<file path="src/rtl/mem_arbiter_pkg.sv">
// mem_arbiter_pkg: shared types and constants for the IFU/LSU memory arbiter
package mem_arbiter_pkg;
  typedef enum logic [1:0] {S_IDLE, S_REQ, S_WAIT, S_RESP} state_t;
  localparam logic M_IFU = 1'b0;
  localparam logic M_LSU = 1'b1;
  localparam logic [31:0] RESET_PC = 32'h8000_0000;
endpackage

</file>
<file path="src/rtl/mem_arbiter_if.sv">
// mem_arbiter_if: IFU, LSU and memory-side signals of the arbiter
interface mem_arbiter_if #(
  parameter int DATA_WIDTH = 32,
  parameter int ADDR_WIDTH = 32
);
  logic                    ifu_req_valid, ifu_req_ready, ifu_resp_valid;
  logic [ADDR_WIDTH-1:0]   ifu_addr;
  logic                    lsu_req_valid, lsu_req_ready, lsu_resp_valid, lsu_wen;
  logic [ADDR_WIDTH-1:0]   lsu_addr;
  logic [DATA_WIDTH-1:0]   lsu_wdata, rdata;
  logic [DATA_WIDTH/8-1:0] lsu_wmask;
  logic                    mem_req_valid, mem_req_ready, mem_wen, mem_resp_valid;
  logic [ADDR_WIDTH-1:0]   mem_addr;
  logic [DATA_WIDTH-1:0]   mem_wdata, mem_rdata;
  logic [DATA_WIDTH/8-1:0] mem_wmask;
  modport slave (
    input  ifu_req_valid, ifu_addr, lsu_req_valid, lsu_addr, lsu_wen, lsu_wdata, lsu_wmask,
           mem_req_ready, mem_resp_valid, mem_rdata,
    output ifu_req_ready, ifu_resp_valid, lsu_req_ready, lsu_resp_valid, rdata,
           mem_req_valid, mem_addr, mem_wen, mem_wdata, mem_wmask
  );
  modport master (
    output ifu_req_valid, ifu_addr, lsu_req_valid, lsu_addr, lsu_wen, lsu_wdata, lsu_wmask,
           mem_req_ready, mem_resp_valid, mem_rdata,
    input  ifu_req_ready, ifu_resp_valid, lsu_req_ready, lsu_resp_valid, rdata,
           mem_req_valid, mem_addr, mem_wen, mem_wdata, mem_wmask
  );
endinterface

</file>
<file path="src/rtl/mem_arbiter_rr_grant2.sv">
// rr_grant2: two-way round-robin picker, bit 0 = IFU, bit 1 = LSU, one-hot grant
module rr_grant2 import mem_arbiter_pkg::*; (
  input  logic [1:0] i_req,
  input  logic       i_last,
  output logic [1:0] o_grant
);
  always_comb o_grant = (&i_req) ? ((i_last == M_IFU) ? 2'b10 : 2'b01) : i_req;
endmodule

</file>
<file path="src/rtl/mem_arbiter.sv">
// mem_arbiter: shares one memory port between IFU and LSU, one transaction outstanding,
// round-robin on conflict, response routed back to the issuing master
module mem_arbiter import mem_arbiter_pkg::*; #(
  parameter int DATA_WIDTH = 32,
  parameter int ADDR_WIDTH = 32
) (
  input  logic         clk,
  input  logic         rst,
  mem_arbiter_if.slave bus
);
  state_t                  r_state;
  logic                    r_last, r_owner, r_mem_req_valid, r_mem_wen, r_ifu_resp, r_lsu_resp;
  logic [ADDR_WIDTH-1:0]   r_mem_addr;
  logic [DATA_WIDTH-1:0]   r_mem_wdata, r_rdata;
  logic [DATA_WIDTH/8-1:0] r_mem_wmask;
  logic [1:0]              w_grant;
  logic                    w_idle, w_hs_ifu, w_hs_lsu;

  rr_grant2 u_rr (
    .i_req   ({bus.lsu_req_valid, bus.ifu_req_valid}),
    .i_last  (r_last),
    .o_grant (w_grant)
  );

  assign w_idle             = r_state == S_IDLE;
  assign w_hs_ifu           = w_idle & w_grant[M_IFU];
  assign w_hs_lsu           = w_idle & w_grant[M_LSU];
  assign bus.ifu_req_ready  = w_hs_ifu;
  assign bus.lsu_req_ready  = w_hs_lsu;
  assign bus.ifu_resp_valid = r_ifu_resp;
  assign bus.lsu_resp_valid = r_lsu_resp;
  assign bus.rdata          = r_rdata;
  assign bus.mem_req_valid  = r_mem_req_valid;
  assign bus.mem_addr       = r_mem_addr;
  assign bus.mem_wen        = r_mem_wen;
  assign bus.mem_wdata      = r_mem_wdata;
  assign bus.mem_wmask      = r_mem_wmask;

  always_ff @(posedge clk) begin
    if (!rst) begin
      r_state         <= S_IDLE;
      r_last          <= M_IFU;
      r_owner         <= M_IFU;
      r_mem_req_valid <= 1'b0;
      r_mem_addr      <= '0;
      r_mem_wen       <= 1'b0;
      r_mem_wdata     <= '0;
      r_mem_wmask     <= '0;
      r_ifu_resp      <= 1'b0;
      r_lsu_resp      <= 1'b0;
      r_rdata         <= '0;
    end else begin
      case (r_state)
        S_IDLE: if (w_hs_ifu | w_hs_lsu) begin
          r_state         <= S_REQ;
          r_mem_req_valid <= 1'b1;
          r_owner         <= w_hs_lsu;
          r_last          <= w_hs_lsu;
          r_mem_addr      <= w_hs_lsu ? bus.lsu_addr : bus.ifu_addr;
          r_mem_wen       <= w_hs_lsu & bus.lsu_wen;
          r_mem_wdata     <= w_hs_lsu ? bus.lsu_wdata : '0;
          r_mem_wmask     <= w_hs_lsu ? bus.lsu_wmask : '0;
        end
        S_REQ: if (bus.mem_req_ready) begin
          r_state         <= S_WAIT;
          r_mem_req_valid <= 1'b0;
        end
        // write acks capture mem_rdata too; masters ignore it
        S_WAIT: if (bus.mem_resp_valid) begin
          r_state    <= S_RESP;
          r_rdata    <= bus.mem_rdata;
          r_ifu_resp <= r_owner == M_IFU;
          r_lsu_resp <= r_owner == M_LSU;
        end
        S_RESP: begin
          r_state    <= S_IDLE;
          r_ifu_resp <= 1'b0;
          r_lsu_resp <= 1'b0;
        end
        default: r_state <= S_IDLE;
      endcase
    end
  end
endmodule

</file>
<file path="src/flat_wrapper.sv">
// flat-port wrapper written by rule: the top's interface ports become plain ports
module mem_arbiter_flat import mem_arbiter_pkg::*;
#(
  parameter int DATA_WIDTH = 32,
  parameter int ADDR_WIDTH = 32
)
  (clk, rst, bus_ifu_req_valid, bus_ifu_addr, bus_lsu_req_valid, bus_lsu_addr, bus_lsu_wen, bus_lsu_wdata, bus_lsu_wmask, bus_mem_req_ready, bus_mem_resp_valid, bus_mem_rdata, bus_ifu_req_ready, bus_ifu_resp_valid, bus_lsu_req_ready, bus_lsu_resp_valid, bus_rdata, bus_mem_req_valid, bus_mem_addr, bus_mem_wen, bus_mem_wdata, bus_mem_wmask);
  mem_arbiter_if #(.DATA_WIDTH(DATA_WIDTH), .ADDR_WIDTH(ADDR_WIDTH)) bus_i ();
  input  logic clk;
  input  logic rst;
  input wire logic [$bits(bus_i.ifu_req_valid)-1:0] bus_ifu_req_valid;
  input wire logic [$bits(bus_i.ifu_addr)-1:0] bus_ifu_addr;
  input wire logic [$bits(bus_i.lsu_req_valid)-1:0] bus_lsu_req_valid;
  input wire logic [$bits(bus_i.lsu_addr)-1:0] bus_lsu_addr;
  input wire logic [$bits(bus_i.lsu_wen)-1:0] bus_lsu_wen;
  input wire logic [$bits(bus_i.lsu_wdata)-1:0] bus_lsu_wdata;
  input wire logic [$bits(bus_i.lsu_wmask)-1:0] bus_lsu_wmask;
  input wire logic [$bits(bus_i.mem_req_ready)-1:0] bus_mem_req_ready;
  input wire logic [$bits(bus_i.mem_resp_valid)-1:0] bus_mem_resp_valid;
  input wire logic [$bits(bus_i.mem_rdata)-1:0] bus_mem_rdata;
  output wire logic [$bits(bus_i.ifu_req_ready)-1:0] bus_ifu_req_ready;
  output wire logic [$bits(bus_i.ifu_resp_valid)-1:0] bus_ifu_resp_valid;
  output wire logic [$bits(bus_i.lsu_req_ready)-1:0] bus_lsu_req_ready;
  output wire logic [$bits(bus_i.lsu_resp_valid)-1:0] bus_lsu_resp_valid;
  output wire logic [$bits(bus_i.rdata)-1:0] bus_rdata;
  output wire logic [$bits(bus_i.mem_req_valid)-1:0] bus_mem_req_valid;
  output wire logic [$bits(bus_i.mem_addr)-1:0] bus_mem_addr;
  output wire logic [$bits(bus_i.mem_wen)-1:0] bus_mem_wen;
  output wire logic [$bits(bus_i.mem_wdata)-1:0] bus_mem_wdata;
  output wire logic [$bits(bus_i.mem_wmask)-1:0] bus_mem_wmask;
  assign bus_i.ifu_req_valid = bus_ifu_req_valid;
  assign bus_i.ifu_addr = bus_ifu_addr;
  assign bus_i.lsu_req_valid = bus_lsu_req_valid;
  assign bus_i.lsu_addr = bus_lsu_addr;
  assign bus_i.lsu_wen = bus_lsu_wen;
  assign bus_i.lsu_wdata = bus_lsu_wdata;
  assign bus_i.lsu_wmask = bus_lsu_wmask;
  assign bus_i.mem_req_ready = bus_mem_req_ready;
  assign bus_i.mem_resp_valid = bus_mem_resp_valid;
  assign bus_i.mem_rdata = bus_mem_rdata;
  assign bus_ifu_req_ready = bus_i.ifu_req_ready;
  assign bus_ifu_resp_valid = bus_i.ifu_resp_valid;
  assign bus_lsu_req_ready = bus_i.lsu_req_ready;
  assign bus_lsu_resp_valid = bus_i.lsu_resp_valid;
  assign bus_rdata = bus_i.rdata;
  assign bus_mem_req_valid = bus_i.mem_req_valid;
  assign bus_mem_addr = bus_i.mem_addr;
  assign bus_mem_wen = bus_i.mem_wen;
  assign bus_mem_wdata = bus_i.mem_wdata;
  assign bus_mem_wmask = bus_i.mem_wmask;
  mem_arbiter #(.DATA_WIDTH(DATA_WIDTH), .ADDR_WIDTH(ADDR_WIDTH)) u_core (.clk(clk), .rst(rst), .bus(bus_i));
endmodule
</file>
<file path="config.mk">
export PLATFORM = sky130hd
export DESIGN_NAME = mem_arbiter_flat
export DESIGN_NICKNAME = d
export VERILOG_FILES = /design/src/rtl/mem_arbiter_pkg.sv /design/src/rtl/mem_arbiter_if.sv /design/src/rtl/mem_arbiter_rr_grant2.sv /design/src/rtl/mem_arbiter.sv /design/src/flat_wrapper.sv
export SDC_FILE = /design/constraint.sdc
export NUM_CORES = 1
export LEC_CHECK = 0
export CAP_MARGIN = 20
export CORE_MARGIN = 10
export CORE_UTILIZATION = 36
export CTS_CLUSTER_DIAMETER = 60
export DETAILED_ROUTE_END_ITERATION = 6
export GPL_TIMING_DRIVEN = 0
export HOLD_SLACK_MARGIN = 0.15
export PLACE_DENSITY_LB_ADDON = 0.12
export SKIP_LAST_GASP = 1
export SLEW_MARGIN = 20
export SYNTH_ARGS = -nofsm -noshare
export SYNTH_HDL_FRONTEND = slang
export SYNTH_SLANG_ARGS = --single-unit
</file>
<file path="constraint.sdc">
create_clock -name clk -period 2 [get_ports clk]
set_input_delay 0.2 -clock clk [delete_from_list [all_inputs] [get_ports clk]]
set_output_delay 0.2 -clock clk [all_outputs]
set_load 0.1 [all_outputs]
</file>
* After elaboration in Yosys (flattened, before gate mapping) *
Cells that the tools add are included.

storage, ports and cells
  bits in writable memories = 0
  latch bits = 0
  word-level logic and storage cells = 46
  flip-flop bits (word level) = 107
  bits in read-only memories = 0
  memories kept = 0

cells by class
  multiplexer cells = 16
  magnitude comparators = 0
  bitwise logic cells = 5
  add/sub/neg operators = 0
  reduce and logical (&&, ||, !) cells = 9
  shifts and indexed selects = 0
  div/mod/pow operators = 0
  $mul = 0
  equality and inequality tests = 6

operators with widths
  operator                                       number
  2-to-1 mux 32 bit                              2
  2-to-1 mux 2 bit                               5
  one-hot mux 2 bit (4 select lines)             1
  AND reduction 2 bit                            4
  inequality test 2 bit, second input constant   3
  one-hot mux 1 bit (2 select lines)             3
  AND reduction 3 bit                            2
  == test 2 bit, second input constant           2
  2-to-1 mux 1 bit                               4
  2-to-1 mux 4 bit                               1
  nonzero test 2 bit                             2
  bitwise AND 1 bit                              3
  == test 2 x 1 -> 1 bit, second input constant  1
  zero test 2 bit                                1
  NOT 1 bit                                      1
  OR 1 bit                                       1

* Longest topological paths before layout *
  depth in word-level cells = 6
  mapped depth = 7

* Cells and area by module *
A second synthesis with hierarchy kept.

unflattened totals
  cell total of the unflattened synthesis = 487
  area, all modules = 4244.1 µm²

modules (own cells, without submodules)
  module       area each (µm²)  times used  cells each
  mem_arbiter  4225.3           1           484
  rr_grant2    18.8             1           3

* Worst setup path before layout *
No wires, ideal clock.

  path kind = reg-to-output
  from = reg u_core.r_state[0]
  to = out bus_ifu_req_ready
  required time = 1.800 ns
  arrival = 2.242 ns
  setup slack = -0.442 ns
  stages on the path, launching flop included = 5
  cell sequence = dfxtp_1 inv_1 ha_1 nand2_1 a21oi_1

between the ends
  word-level cells in the longest chain between the ends = 2

RTL lines
  what                    RTL line            RTL
  start, declared         mem_arbiter.sv:11   state_t r_state;
  start signal, assigned  mem_arbiter.sv:41   r_state <= S_IDLE;
  start signal, assigned  mem_arbiter.sv:55   r_state <= S_REQ;
  start signal, assigned  mem_arbiter.sv:65   r_state <= S_WAIT;
  zero test 2 bit         mem_arbiter.sv:25   assign w_idle = r_state == S_IDLE;
  bitwise AND 1 bit       mem_arbiter.sv:26   assign w_hs_ifu = w_idle & w_grant[M_IFU];
  end, declared           flat_wrapper.sv:21  output wire logic [$bits(bus_i.ifu_req_ready)-1:0] bus_ifu_req_ready;

Every way passes these cells.

* Worst setup path in the final report *
Same ends and word-level chain as after synthesis.

==> results_dict.tcl <==
set metrics [dict create \
    wire_per_inst_um 18.4 \
    synth_cell_type_count 24 \
    start_util 0.371 \
    combinationalPowerShare 0.559 \
    worstRegToRegCells 7 \
    overflow 0 \
    top_layer "met4" \
    async_flop_share 0 \
    via_count 3867 \
    drcViolationCount 0 \
    synth_top_area_cell "dfxtp_1" \
    skew_ps 18.3 \
    die-area_um2 15200 \
    cts-htree-levels 3 \
    r2r-end "u_core.bus.mem_wdata[8]" \
    grt_antenna_before_repair 0 \
    yosysWarnings 0 \
    core-area_um2 10300 \
    cts_root_buffer "clkbuf_8" \
    final_max_slew_viol_count 0 \
    post_cts_buffers 0 \
    clock_path_buffers 2 \
    crit_path_max_fanout 8 \
    final-setup-viol-count 0 \
    synth_nets 523 \
    crit_path_start "u_core.r_state[0]" \
    hp-class "input port to register" \
    grt.total_usage 0.180 \
    irDropWorstVdd_uv 829 \
    p_leak_uw 0.00306 \
    ys_ff_latch 107 \
    viasPerCell 5.00 \
    grt_max_degree 21 \
    area_growth_pct 69.9 \
    ys.flop_type "dfxtp_1" \
    crit_path_end "bus_ifu_req_ready" \
    wl_met2_um 6730 \
    portBuffers 242 \
    synth_most_common_cell "dfxtp_1" \
    io_pins 245 \
    cap_violations 0 \
    grt_pass1_wl_um 21600 \
    place_inst 757 \
    intPower_uw 4210 \
    hold_viol 0 \
    max_freq_mhz 529 \
    arrival_ps 1690 \
    synthCells 379 \
    place_congestion 0.780 \
    finalNetCount 776 \
    critPathKind "register to output pin" \
    synth.avg_cell_area_um2 10.1 \
    clock_power_share 0.140 \
    dp_hpwl_um 11400 \
    status "finished clean" \
    cts_sinks 107 \
    pwr_density_cell_nw_per_um2 1420 \
    die_y_um 123 \
    fill_cells 950 \
    worst_hold_slack_ps 180 \
    wl_met3_um 1570 \
    clock_latency_ps 380 \
    cts_tree "yes" \
    tightest_slew_ps 1030 \
    synth_area_leaders "dfxtp_1 (56%), a221o_1 (8.6%), a22o_1 (8.5%)" \
    stdcell_count 773 \
    p_sw_frac 0.544 \
    required_ps 1800 \
    yosysSeqAreaShare 0.560 \
    period_minus_slack_ps 1890 \
    reg2reg_slack_ps 130 \
    postRouteAntennaNets 0 \
    drt-initial-drc-count 205 \
    cts_buffers 9 \
    routed_wl_um 14200 \
    switchingPower_uw 5020 \
    yosys-top-cells-count "dfxtp_1 (107), nand2_1 (71), a22o_1 (37)" \
    path_clk_slew_ps 100 \
    slew_headroom 0.313 \
    rsz0062_at_grt "false" \
    period_share 0.945 \
    synth_area_um2 3830 \
    wl_met1_um 5540 \
    fp.dieW_um 123 \
    p_seq_frac 0.301 \
    r2r-start "u_core.r_state[0]" \
    grt_pass1_vias 4076 \
    drive_gt1_frac 0.0691 \
    end_kind "output pin" \
    rows 37 \
    start_kind "register" \
    yosysTopAreaCellShare 0.560 \
    antenna_cells 0 \
    synth_edf_count 0 \
    first_pass_iters 4 \
    holdBufCountCts 0 \
]
-- power by group through the flow --
stage,logic [uW],registers [uW],clock network [uW]
detailed placement,5450,2830,0
global route,5410,2820,1420
floorplan,1170,5650,0
finish,5160,2780,1300
global placement,5410,2810,0
CTS,5190,2770,1330
-- per-stage QoR --
step / setup TNS, ps / power (uW) / setup WS (ps) / util / area (um^2)
2_1_floorplan: 0 / 6810 / 178 / - / 3830
3_3_place_gp: -7170 / 8220 / -492 / 0.623 / 6430
3_5_place_dp: -7420 / 8280 / -535 / 0.623 / 6430
4_1_cts: -87.0 / 9300 / -87.0 / 0.629 / 6490
5_1_grt: 0 / 9650 / 15.3 / 0.630 / 6500
6_report: 0 / 9240 / 110 / 0.630 / 6500
-- layout by cell type, fill, tap and decap left out, drive strengths merged, types with 3 or more instances in the layout --
cell type      Yosys  final
dlygate4sd2        0    104
clkdlybuf4s50      0    136
ha                 5      5
a21oi             36     36
a22o              37     37
clkbuf            13     23
dfxtp            107    107
a221o             33     33
inv                7     10
buf               20     21
nand2             71     71
clkinv             0      3
nor2               3      3
and3              32     32
-- worst max-delay path, cell delays in order (launching register included) --
cell and delay (ps):
dfxtp_1 350, inv_1 110, ha_2 270, nand2_1 120, a21oi_2 120, clkbuf_4 350
-- cell type report --
class                   instances  area (um^2)  share of cell area
flip-flops and latches        107         2140               0.329
well taps                     136          170              0.0262
inverters                       7         26.3             0.00404
multi-input cells             232         1520               0.234
repair buffers                242         2290               0.352
plain buffers                  33          161              0.0248
clock inverters                 7         70.1              0.0108
clock buffers                   9          124              0.0190
-- routing by layer --
metal | vias up | track usage
met5 | - | 0
met4 | 0 | 0.0713
li1 | 1882 | -
met3 | 20 | 0.0871
met2 | 173 | 0.297
met1 | 1792 | 0.195
-- repair_timing --
action / CTS / global route
pin swaps: 0 / 0
resized for setup: 116 / 12
endpoints found under the setup margin: 137 / 65
-- worst min-delay path by stage --
stage	start	to	slack [ps]	depth (start not counted)
2_1_floorplan	bus_lsu_wdata[0]	u_core.bus.mem_wdata[0]	330	1
3_3_place_gp	u_core.bus.rdata[27]	u_core.bus.rdata[27]	440	2
3_5_place_dp	u_core.bus.rdata[26]	u_core.bus.rdata[26]	450	2
4_1_cts	bus_ifu_req_valid	u_core.r_owner	170	2
5_1_grt	bus_ifu_req_valid	u_core.r_owner	180	2
6_report	bus_ifu_req_valid	u_core.r_owner	180	2
-- state kept, by name, indices dropped and copies added, names as in the netlist --
| register | flops |
|---|---|
| u_core.bus.mem_req_valid | 1 |
| u_core.bus.mem_wdata | 32 |
| u_core.bus.mem_addr | 32 |
| u_core.bus.mem_wen | 1 |
| u_core.bus.lsu_resp_valid | 1 |
| u_core.bus.mem_wmask | 4 |
| u_core.r_owner | 1 |
| u_core.r_state | 2 |
| u_core.bus.ifu_resp_valid | 1 |
| u_core.bus.rdata | 32 |
-- cell families (layout without fill, tap and decap cells) --
group                      Yosys count  count (layout)  synth area share
adders and majority gates            5               5            0.0163
DFF                                107             107             0.560
and+or+nand+nor                    109             109             0.130
muxes                                2               2           0.00523
AOI/OAI and AO/OA                  116             116             0.242
buffers and inverters               40             298            0.0474
Power figures use the tool's default switching activity.
